## src/rtl/exe_pkg.sv

```systemverilog
// Shared decode constants, FSM state type and operand-select helpers for the execute stage.
package exe_pkg;

  localparam logic [5:0] OP_ADD  = 6'b000000;
  localparam logic [5:0] OP_SUB  = 6'b000001;
  localparam logic [5:0] OP_AND  = 6'b000010;
  localparam logic [5:0] OP_OR   = 6'b000011;
  localparam logic [5:0] OP_SLT  = 6'b000100;
  localparam logic [5:0] OP_MUL  = 6'b000101;
  localparam logic [5:0] OP_LW   = 6'b001000;
  localparam logic [5:0] OP_SW   = 6'b001001;
  localparam logic [5:0] OP_ADDI = 6'b010000;
  localparam logic [5:0] OP_SUBI = 6'b010001;
  localparam logic [5:0] OP_SLTI = 6'b010100;
  localparam logic [5:0] OP_BEQZ = 6'b110100;
  localparam logic [5:0] OP_BNEZ = 6'b110101;
  localparam logic [5:0] OP_HLT  = 6'b111111;

  typedef enum logic [1:0] {
    IDLE = 2'd0,
    RUN  = 2'd1,
    HOLD = 2'd2
  } exe_state_t;

  // Branches take the next PC as operand A.
  function automatic logic sel_a_npc(input logic [5:0] opcode);
    return opcode[5:2] == 4'b1101;
  endfunction

  // Immediate forms and memory ops take the immediate as operand B.
  function automatic logic sel_b_imm(input logic [5:0] opcode);
    return opcode[4] || (opcode == OP_LW) || (opcode == OP_SW);
  endfunction

endpackage

```

## src/rtl/exe_mul_iter.sv

```systemverilog
// Iterative shift-add multiplier: one partial product per cycle, low XLEN bits of the unsigned product.
module exe_mul_iter #(
  parameter int XLEN = 32
) (
  input  logic            clk,
  input  logic            rst,
  input  logic            start,
  input  logic            clear,
  input  logic [XLEN-1:0] a,
  input  logic [XLEN-1:0] b,
  output logic            busy,
  output logic            done,
  output logic [XLEN-1:0] product
);

  localparam int CW = $clog2(XLEN + 1);

  logic [CW-1:0]   count;
  logic            run;
  logic [XLEN-1:0] acc;
  logic [XLEN-1:0] mcand;
  logic [XLEN-1:0] mplier;
  logic [XLEN-1:0] acc_next;

  assign acc_next = mplier[0] ? acc + mcand : acc;
  assign busy     = run;
  // done fires during the final step so the caller can capture the product on the same edge.
  assign done     = run && (count == CW'(1));
  assign product  = (count != '0) ? acc_next : acc;

  // NOTE: state registers use non-blocking assignments so every flop samples pre-edge values.
  always_ff @(posedge clk or posedge rst) begin
    if (rst) begin
      run    <= 1'b0;
      count  <= '0;
      acc    <= '0;
      mcand  <= '0;
      mplier <= '0;
    end else if (clear) begin
      run   <= 1'b0;
      count <= '0;
      acc   <= '0;
    end else if (start) begin
      run    <= 1'b1;
      count  <= CW'(XLEN);
      acc    <= '0;
      mcand  <= a;
      mplier <= b;
    end else if (count != '0) begin
      acc    <= acc_next;
      mcand  <= mcand << 1;
      mplier <= mplier >> 1;
      count  <= count - CW'(1);
    end
  end

endmodule

```

## src/rtl/exe_stage.sv

```systemverilog
// Registered MIPS32-style execute stage with valid/ready on both sides.
// Define EXE_MULDIV_EN to build the iterative MUL path; otherwise MUL decodes as illegal.
module exe_stage
  import exe_pkg::*;
#(
  parameter int XLEN = 32
) (
  input  logic            clk,
  input  logic            rst,
  input  logic            flush,
  input  logic            in_valid,
  output logic            in_ready,
  input  logic [XLEN-1:0] a_in,
  input  logic [XLEN-1:0] b_in,
  input  logic [XLEN-1:0] imm_in,
  input  logic [XLEN-1:0] npc_in,
  input  logic [31:0]     ir_in,
  output logic            out_valid,
  input  logic            out_ready,
  output logic [XLEN-1:0] alu_out,
  output logic [XLEN-1:0] b_ex,
  output logic [XLEN-1:0] npc_ex,
  output logic [31:0]     ir_ex,
  output logic            cond_ex,
  output logic            illegal_ex
);

  logic [5:0]      opcode;
  logic [XLEN-1:0] op_a;
  logic [XLEN-1:0] op_b;
  logic [XLEN-1:0] res;
  logic            cond;
  logic            illegal;
  logic            alive;
  logic            free;
  logic            accept;
  logic            load_in;

  assign opcode = ir_in[31:26];
  assign free   = !out_valid || out_ready;
  assign accept = in_valid && in_ready;

  always_comb begin
    // NOTE: every output of this block gets a default first so no latch is inferred.
    op_a    = sel_a_npc(opcode) ? npc_in : a_in;
    op_b    = sel_b_imm(opcode) ? imm_in : b_in;
    res     = '0;
    cond    = 1'b0;
    illegal = 1'b0;
    case (opcode)
      OP_ADD, OP_ADDI, OP_LW, OP_SW: res = op_a + op_b;
      OP_SUB, OP_SUBI:               res = op_a - op_b;
      OP_AND:                        res = op_a & op_b;
      OP_OR:                         res = op_a | op_b;
      OP_SLT, OP_SLTI:               res = XLEN'($signed(op_a) < $signed(op_b));
      OP_BEQZ: begin
        res  = op_a + op_b;
        cond = (a_in == '0);
      end
      OP_BNEZ: begin
        res  = op_a + op_b;
        cond = (a_in != '0);
      end
      OP_HLT:                        res = '0;
`ifdef EXE_MULDIV_EN
      OP_MUL:                        res = '0;
`endif
      default:                       illegal = 1'b1;
    endcase
  end

`ifdef EXE_MULDIV_EN
  exe_state_t      state;
  logic            is_mul;
  logic            mul_start;
  logic            mul_clear;
  logic            mul_load;
  logic            mul_busy;
  logic            mul_done;
  logic [XLEN-1:0] mul_prod;
  logic [XLEN-1:0] mul_b;
  logic [XLEN-1:0] mul_npc;
  logic [31:0]     mul_ir;

  assign is_mul    = (opcode == OP_MUL);
  assign in_ready  = alive && (state == IDLE) && !mul_busy && !flush && free;
  assign load_in   = accept && !is_mul;
  assign mul_start = accept && is_mul;
  assign mul_load  = !flush && free && ((state == RUN && mul_done) || state == HOLD);
  assign mul_clear = flush || mul_load;

  exe_mul_iter #(.XLEN(XLEN)) u_mul (
    .clk     (clk),
    .rst     (rst),
    .start   (mul_start),
    .clear   (mul_clear),
    .a       (op_a),
    .b       (op_b),
    .busy    (mul_busy),
    .done    (mul_done),
    .product (mul_prod)
  );
`else
  assign in_ready = alive && !flush && free;
  assign load_in  = accept;
`endif

  always_ff @(posedge clk or posedge rst) begin
    if (rst) begin
      alive      <= 1'b0;
      out_valid  <= 1'b0;
      alu_out    <= '0;
      b_ex       <= '0;
      npc_ex     <= '0;
      ir_ex      <= '0;
      cond_ex    <= 1'b0;
      illegal_ex <= 1'b0;
`ifdef EXE_MULDIV_EN
      state      <= IDLE;
      mul_b      <= '0;
      mul_npc    <= '0;
      mul_ir     <= '0;
`endif
    end else begin
      alive <= 1'b1;
      if (flush) begin
        out_valid <= 1'b0;
      end else if (load_in) begin
        out_valid  <= 1'b1;
        alu_out    <= res;
        b_ex       <= b_in;
        npc_ex     <= cond ? res : npc_in;
        ir_ex      <= ir_in;
        cond_ex    <= cond;
        illegal_ex <= illegal;
      end
`ifdef EXE_MULDIV_EN
      else if (mul_load) begin
        out_valid  <= 1'b1;
        alu_out    <= mul_prod;
        b_ex       <= mul_b;
        npc_ex     <= mul_npc;
        ir_ex      <= mul_ir;
        cond_ex    <= 1'b0;
        illegal_ex <= 1'b0;
      end
`endif
      else if (out_ready) begin
        out_valid <= 1'b0;
      end

`ifdef EXE_MULDIV_EN
      // Side fields of a MUL are captured at acceptance and replayed when the product lands.
      if (flush) begin
        state <= IDLE;
      end else begin
        case (state)
          IDLE: if (mul_start) begin
            state   <= RUN;
            mul_b   <= b_in;
            mul_npc <= npc_in;
            mul_ir  <= ir_in;
          end
          RUN:     if (mul_done) state <= free ? IDLE : HOLD;
          HOLD:    if (free) state <= IDLE;
          default: state <= IDLE;
        endcase
      end
`endif
    end
  end

endmodule

```

## config.mk

```make
export PLATFORM = sky130hd
export DESIGN_NAME = exe_stage
export DESIGN_NICKNAME = d
export VERILOG_FILES = /design/src/rtl/exe_pkg.sv /design/src/rtl/exe_mul_iter.sv /design/src/rtl/exe_stage.sv
export SDC_FILE = /design/constraint.sdc
export NUM_CORES = 1
export LEC_CHECK = 0
export CAP_MARGIN = 0
export CORE_MARGIN = 10
export CORE_UTILIZATION = 45
export CTS_BUF_LIST = sky130_fd_sc_hd__clkbuf_8
export DETAILED_ROUTE_END_ITERATION = 10
export DONT_BUFFER_PORTS = 1
export GPL_ROUTABILITY_DRIVEN = 1
export GPL_TIMING_DRIVEN = 0
export PLACE_DENSITY = 0.69
export RECOVER_POWER = 100
export SETUP_SLACK_MARGIN = 0.2
export SLEW_MARGIN = 20
export SYNTH_ARGS = -nofsm -noshare
export SYNTH_HDL_FRONTEND = slang
export SYNTH_HIERARCHICAL = 1
export SYNTH_SLANG_ARGS = --single-unit
```

## constraint.sdc

```tcl
create_clock -name clk -period 4.21 [get_ports clk]
set_input_delay 0.2105 -clock clk [delete_from_list [all_inputs] [get_ports clk]]
set_output_delay 0.2105 -clock clk [all_outputs]
set_load 0.005 [all_outputs]
```

==> flow_summary.yaml, run 1 <==
setup_path:
  worstPathArrival_ns: 4.38
  critPathCaptureType: "flip-flop"
  crit_required_ns: 4.62
  path_cells: "clkbuf_2, nand2b_1, buf_2, clkbuf_2, mux2_2, ha_1, buf_2, or2_1, o311ai_0, a41oi_1, a211oi_2, a21o_1, a221oi_1, a211oi_1, nand2_1, a21oi_1"
  regToRegEndpoint: "out_valid"
  cp_num_buf_inv: 4
  reg2reg_depth: 7
  slowest_delay_ns: 0.45
  startpoint_type: "primary input"
  path_max_fanout: 10
  path_class: "primary input to flip-flop"
  r2r_slack_ns: 1.13
  critPathTopFamily: "compound AO/OA/AOI/OAI gates"
  slowest_stage: "a211oi_1"
  reg2reg_from: "out_valid"
sta:
  finalMaxSlewViolations: 60
  setup_viol_count_final: 0
  timing.hold.ws_ns: 0.0157
  relSlewSlack_pct: -92.1
  setup_slack_ns: 0.239
  fmax_mhz: 252
  skew_ns: 0.0270
  finalHoldViolations: 0
  tightest_slew_ns: 2.87
  min_period_ns: 3.97
  finalCritPeriodShare_pct: 94.3
  fin_setup_tns_ns: 0
  rsz0062_at_grt: "yes"
die:
  pin_count: 297
  core_um2: 24300
  start_util_pct: 45.8
  fp-row-count: 57
  dieArea_um2: 31400
  fp.dieW_um: 177
  die_y_um: 177
clock_network:
  cts_buffers: 17
  clock-sinks: 132
  clockBufferDepth: 2
  clock_latency_ns: 0.48
  cts_tree: "yes"
  clkTransAtPathRegs_ns: 0.11
  clock-root-buffer: "clkbuf_8"
  htreeDepth: 4
yosys:
  ys_ff_latch: 132
  synth_area_um2: 11100
  synth_top_family_by_area: "compound AO/OA/AOI/OAI gates"
  synthCells: 1393
  synth_xor_area_share_pct: 1.10
  ys.flop_type: "dfrtp_1"
  synthArstFlopShare_pct: 100
  synth-edff-count: 0
  synthSimpleGateAreaFrac_pct: 19.5
  yosys-mux-area-fraction_pct: 8.39
  ys_types: 82
  synth_nets: 1656
  synth.avg_cell_area_um2: 7.99
  yosysWarnings: 6
  synth_fa_ha_area_share_pct: 11.1
  ys_seq_area_share_pct: 29.7
  synth_compound_area_share_pct: 22.9
hold_path:
  hp-class: "primary input to flip-flop"
  holdPathStages: 3
  hp-start: "npc_in[14]"
  min_to: "npc_ex[14]"
global_route:
  grt_use_total_pct: 29.5
  grt_pass1_vias: 11100
  grt_max_degree: 74
  antenna_found_initial: 0
  grt_overflow: 0
  grt_pass1_wl_mm: 70.8
drt:
  drt_iter0_drc: 1228
  dr.pass1.iters: 6
  wl_mm: 48.1
  ant_nets: 0
  drc: 0
  vias_per_cell: 6.15
  wl_per_cell_um: 26.1
  vias: 11300
placement:
  place_ws_ns: -1.08
  gp_congestion: 1.01
  place_hpwl_mm: 36.5
  io_buffers: 0
run_status:
  violations: "capacitance limit, slew limit"
  outcome: "complete, but fails checks"
pwr:
  p_leak_nw: 6.24
  p_per_area_nw_per_um2: 327
  irDropWorstVdd_mv: 0.232
finish:
  layout_commonest_cell: "nand2_1"
  layout.nets: 1770
  final_cell_mix: "nand2_1, dfrtp_1, inv_1, ha_1, dlygate4sd3_1"
  syn_to_final_growth_pct: 16.8
  drive_gt1_share_pct: 11.4
  fin_util_pct: 53.5
flow_run:
  cap_violations: 1
[cell type report]
type,instances,area (µm²)
Multi-Input combinational cell,1066,7090
Clock inverter,15,178
Tap cell,324,405
Sequential cell,132,3300
Clock buffer,17,234
Fill cell,2261,11300
Timing Repair Buffer,95,953
Buffer,91,450
Inverter,104,392
Antenna cell,1,2.50
[cell usage after synthesis (3+ instances only)]
| cell | count | area [µm²] |
|---|---|---|
| a22oi_1 | 11 | 82.6 |
| a221oi_2 | 3 | 45.0 |
| o22ai_1 | 11 | 68.8 |
| a41oi_1 | 4 | 35.0 |
| a211oi_1 | 17 | 128 |
| or3_1 | 5 | 31.3 |
| buf_1 | 5 | 18.8 |
| a221oi_1 | 8 | 70.1 |
| o31ai_1 | 7 | 52.6 |
| o21bai_1 | 9 | 67.6 |
| o21ai_0 | 81 | 405 |
| ha_1 | 96 | 1200 |
| xnor2_1 | 12 | 105 |
| nor4_1 | 17 | 106 |
| a211o_1 | 4 | 35.0 |
| o21ai_1 | 6 | 30.0 |
| inv_1 | 104 | 390 |
| a31o_2 | 4 | 35.0 |
| or2_2 | 5 | 31.3 |
| o211ai_1 | 16 | 120 |
| nand2b_1 | 12 | 75.1 |
| nand2_1 | 288 | 1080 |
| mux2_2 | 63 | 709 |
| nor2_1 | 80 | 300 |
| a31oi_1 | 6 | 37.5 |
| o221a_2 | 3 | 33.8 |
| o211a_1 | 3 | 30.0 |
| a22o_1 | 11 | 96.3 |
| dfrtp_1 | 132 | 3300 |
| mux2i_1 | 21 | 210 |
| a21o_1 | 24 | 180 |
| clkbuf_1 | 59 | 221 |
| nand4_1 | 5 | 31.3 |
| o21a_1 | 10 | 75.1 |
| and2_1 | 10 | 62.6 |
| nand3_1 | 19 | 95.1 |
| buf_4 | 12 | 90.1 |
| and3_1 | 15 | 93.8 |
| o221ai_1 | 11 | 96.3 |
| a221o_1 | 11 | 110 |
| nor3_1 | 14 | 70.1 |
| a21oi_1 | 84 | 420 |
| buf_2 | 14 | 70.1 |
| nor2b_1 | 10 | 62.6 |
[power breakdown]
part / switching [mW] / total, mW / internal (mW)
Combinational: 0.861 / 1.43 / 0.565
Sequential: 0.180 / 1.63 / 1.45
Clock: 0.693 / 1.20 / 0.505
[worst max path at each step]
| stage | cells after the start | slack [ns] | startpoint | to |
|---|---|---|---|---|
| CTS | 18 | 0.23 | ir_in[27] | npc_ex[27] |
| global route | 17 | 0.11 | ir_in[29] | npc_ex[24] |
| finish | 16 | 0.24 | ir_in[29] | npc_ex[27] |
| detailed placement | 17 | -1.08 | ir_in[29] | npc_ex[18] |
| global placement | 1 | -1.08 | rst | npc_ex[16] |
| floorplan | 17 | 0.22 | ir_in[29] | alu_out[28] |
[routing by layer]
layer | up-vias | global-route usage [%] | share of wire [%]
met2 | 663 | 47.2 | 45
met1 | 5504 | 37.1 | 40
li1 | 5083 | - | -
met4 | 0 | 10.1 | 3.1
met5 | - | 0 | 0
met3 | 91 | 8.84 | 11
[tightest hold or removal path, stage by stage]
cell and delay (ns):
and3_1 0.12, a21oi_1 0.04, o21ai_0 0.08
[what timing repair did]
action,CTS,global route
setup endpoints to repair,45,25
hold buffers,88,0
gates resized for setup,18,23
pin swaps,2,3
hold endpoints to repair,145,0
buffers inserted,3,3
[state kept, by name, indices dropped and copies added (netlist names)]
register	flops
alu_out	32
b_ex	32
ir_ex	32
npc_ex	32
alive	1
cond_ex	1
illegal_ex	1
out_valid	1
[stage by stage]
| stage | power (mW) | instance area, µm² | cells |
|---|---|---|---|
| 2_1_floorplan | 2.55 | 11100 | 1393 |
| 3_3_place_gp | 2.93 | 11600 | 1717 |
| 3_5_place_dp | 2.95 | 11600 | 1718 |
| 4_1_cts | 4.21 | 12900 | 1841 |
| 5_1_grt | 4.47 | 13000 | 1844 |
| 6_report | 4.25 | 13000 | 1845 |
[kinds of logic after synthesis]
logic type	Yosys count
AO/OA/AOI/OAI	373
AND/OR/NAND/NOR	495
buffers and inverters	195
XOR/XNOR	14
adder cells (fa/ha/maj)	98
other	1
flip-flops	132
multiplexers	85
Power figures use the tool's default switching activity.
==> run 2, diff against run 1 <==
--- a/config.mk
+++ b/config.mk
@@ -5,15 +5,14 @@
 export SDC_FILE = /design/constraint.sdc
 export NUM_CORES = 1
 export LEC_CHECK = 0
-export CAP_MARGIN = 0
 export CORE_MARGIN = 10
-export CORE_UTILIZATION = 45
+export CORE_UTILIZATION = 44
 export CTS_BUF_LIST = sky130_fd_sc_hd__clkbuf_8
 export DETAILED_ROUTE_END_ITERATION = 10
 export DONT_BUFFER_PORTS = 1
 export GPL_ROUTABILITY_DRIVEN = 1
 export GPL_TIMING_DRIVEN = 0
-export PLACE_DENSITY = 0.69
+export PLACE_DENSITY = 0.68
 export RECOVER_POWER = 100
 export SETUP_SLACK_MARGIN = 0.2
 export SLEW_MARGIN = 20
==> flow_summary.yaml, run 2 (synthesis gave the netlist of run 1 again) <==
setup_path:
  cp-startpoint: "ir_in[27]"
  reg2reg_depth: 7
  r2r_slack_ns: 1.15
  slowest_delay_ns: 0.37
  slowest_stage: "mux2_1"
  critPathCaptureType: "flip-flop"
  worstPathArrival_ns: 4.34
  reg2reg_from: "out_valid"
  regToRegEndpoint: "out_valid"
  path_class: "primary input to flip-flop"
  path_max_fanout: 10
  path_cells: "clkbuf_4, nor3_1, a21oi_2, buf_4, buf_4, buf_6, mux2_1, ha_1, buf_2, a21o_1, a221oi_2, a2bb2oi_2, o31ai_2, a31o_1, a21o_1, and3_1, o32ai_4, o21ai_1, a22o_1"
  worstSetupEndpoint: "alu_out[28]"
  startpoint_type: "primary input"
  crit_required_ns: 4.58
die:
  fp-row-count: 58
  die_y_um: 179
  start_util_pct: 44.5
  fp.dieW_um: 179
  core_um2: 25000
  pin_count: 297
  dieArea_um2: 32100
sta:
  tightest_slew_ns: 2.86
  timing.hold.ws_ns: 0.0305
  skew_ns: 0.0193
  relSlewSlack_pct: -92.0
  min_period_ns: 3.96
  finalHoldViolations: 0
  fin_setup_tns_ns: 0
  fmax_mhz: 252
  finalMaxSlewViolations: 59
  finalCritPeriodShare_pct: 94.2
  setup_slack_ns: 0.245
  setup_viol_count_final: 0
  rsz0062_at_grt: "yes"
global_route:
  busiest_layer: "met2"
  grt_use_total_pct: 29.0
  grt_pass1_wl_mm: 70.4
  antenna_found_initial: 2
  grt.met2_usage_pct: 46.4
  grt_pass1_vias: 11400
  gr-usage-met3_pct: 8.19
  grt_max_degree: 75
  grt_overflow: 0
  use_met1_pct: 36.1
hold_path:
  hp-start: "npc_in[28]"
  hp-class: "primary input to flip-flop"
pwr:
  p_total_mw: 4.22
  p_per_area_nw_per_um2: 322
  irDropWorstVdd_mv: 0.212
  p_leak_nw: 6.26
drt:
  ant_nets: 0
  vias_per_cell: 6.18
  drc: 0
  dr.pass1.iters: 6
  drt_iter0_drc: 1320
  wl_per_cell_um: 26.0
  wl_mm: 48.2
  vias: 11500
placement:
  place_ws_ns: -1.34
  io_buffers: 0
  place_hpwl_mm: 36.1
  gp_congestion: 0.976
clock_network:
  clkTransAtPathRegs_ns: 0.10
  clock-root-buffer: "clkbuf_8"
  cts_buffers: 17
  cts_tree: "yes"
  clock_latency_ns: 0.48
  clock-sinks: 132
  htreeDepth: 4
  clockBufferDepth: 2
finish:
  final_cell_mix: "nand2_1, dfrtp_1, inv_1, ha_1, dlygate4sd3_1"
  syn_to_final_growth_pct: 17.8
  layout.nets: 1776
  drive_gt1_share_pct: 11.4
  layout_commonest_cell: "nand2_1"
flow_run:
  cap_violations: 1
run_status:
  outcome: "complete, but fails checks"
  violations: "capacitance limit, slew limit"
==> run 2: per-stage QoR <==
stage	cells	area [µm²]	util (%)
2_1_floorplan	1393	11100	-
3_3_place_gp	1723	11600	46.2
3_5_place_dp	1724	11600	46.3
4_1_cts	1854	13000	52.0
5_1_grt	1856	13100	52.4
6_report	1857	13100	52.4
==> run 2: timing repair <==
action                                  in CTS  in global routing
resized for setup                           18                 22
setup buffers                                4                  3
pin swaps                                    2                  5
endpoints found under the hold margin      150                  0
endpoints found under the setup margin      44                 27
hold buffers                                94                  0
gates cloned                                 0                  0
==> run 2: area by class of cell <==
cell class / instances / area (µm²)
Clock inverter: 15 / 160
Multi-Input combinational cell: 1066 / 7140
Fill cell: 2390 / 11900
Timing Repair Buffer: 102 / 1020
Sequential cell: 132 / 3300
Buffer: 90 / 447
Tap cell: 330 / 413
Clock buffer: 17 / 234
Antenna cell: 1 / 2.50
Inverter: 104 / 392
==> run 2: report_power, final <==
group / total, mW / switching, mW / internal (mW)
clock network: 1.15 / 0.705 / 0.445
registers: 1.63 / 0.178 / 1.45
logic: 1.45 / 0.872 / 0.574
==> run 2: metal layers <==
| layer | vias to the layer above | share of wire [%] |
|---|---|---|
| met3 | 114 | 12 |
| met5 | - | 0 |
| met2 | 734 | 46 |
| li1 | 5114 | - |
| met1 | 5512 | 38 |
| met4 | 0 | 3.5 |
==> run 2: worst min-delay path by stage <==
stage	to	cells past startpoint
after floorplan	b_ex[0]	2
final	npc_ex[28]	3
after CTS	npc_ex[28]	3
after detailed placement	ir_ex[2]	1
after global placement	b_ex[12]	2
after global routing	ir_ex[27]	3
==> run 2: worst max-delay path, delay by kind of cell <==
family	cells	cell delay [ns]
adder cells (fa/ha/maj)	1	0.30
multiplexers	1	0.37
AND/OR/NAND/NOR	2	0.44
AO/OA/AOI/OAI	10	2.16
buffers and inverters	5	0.83
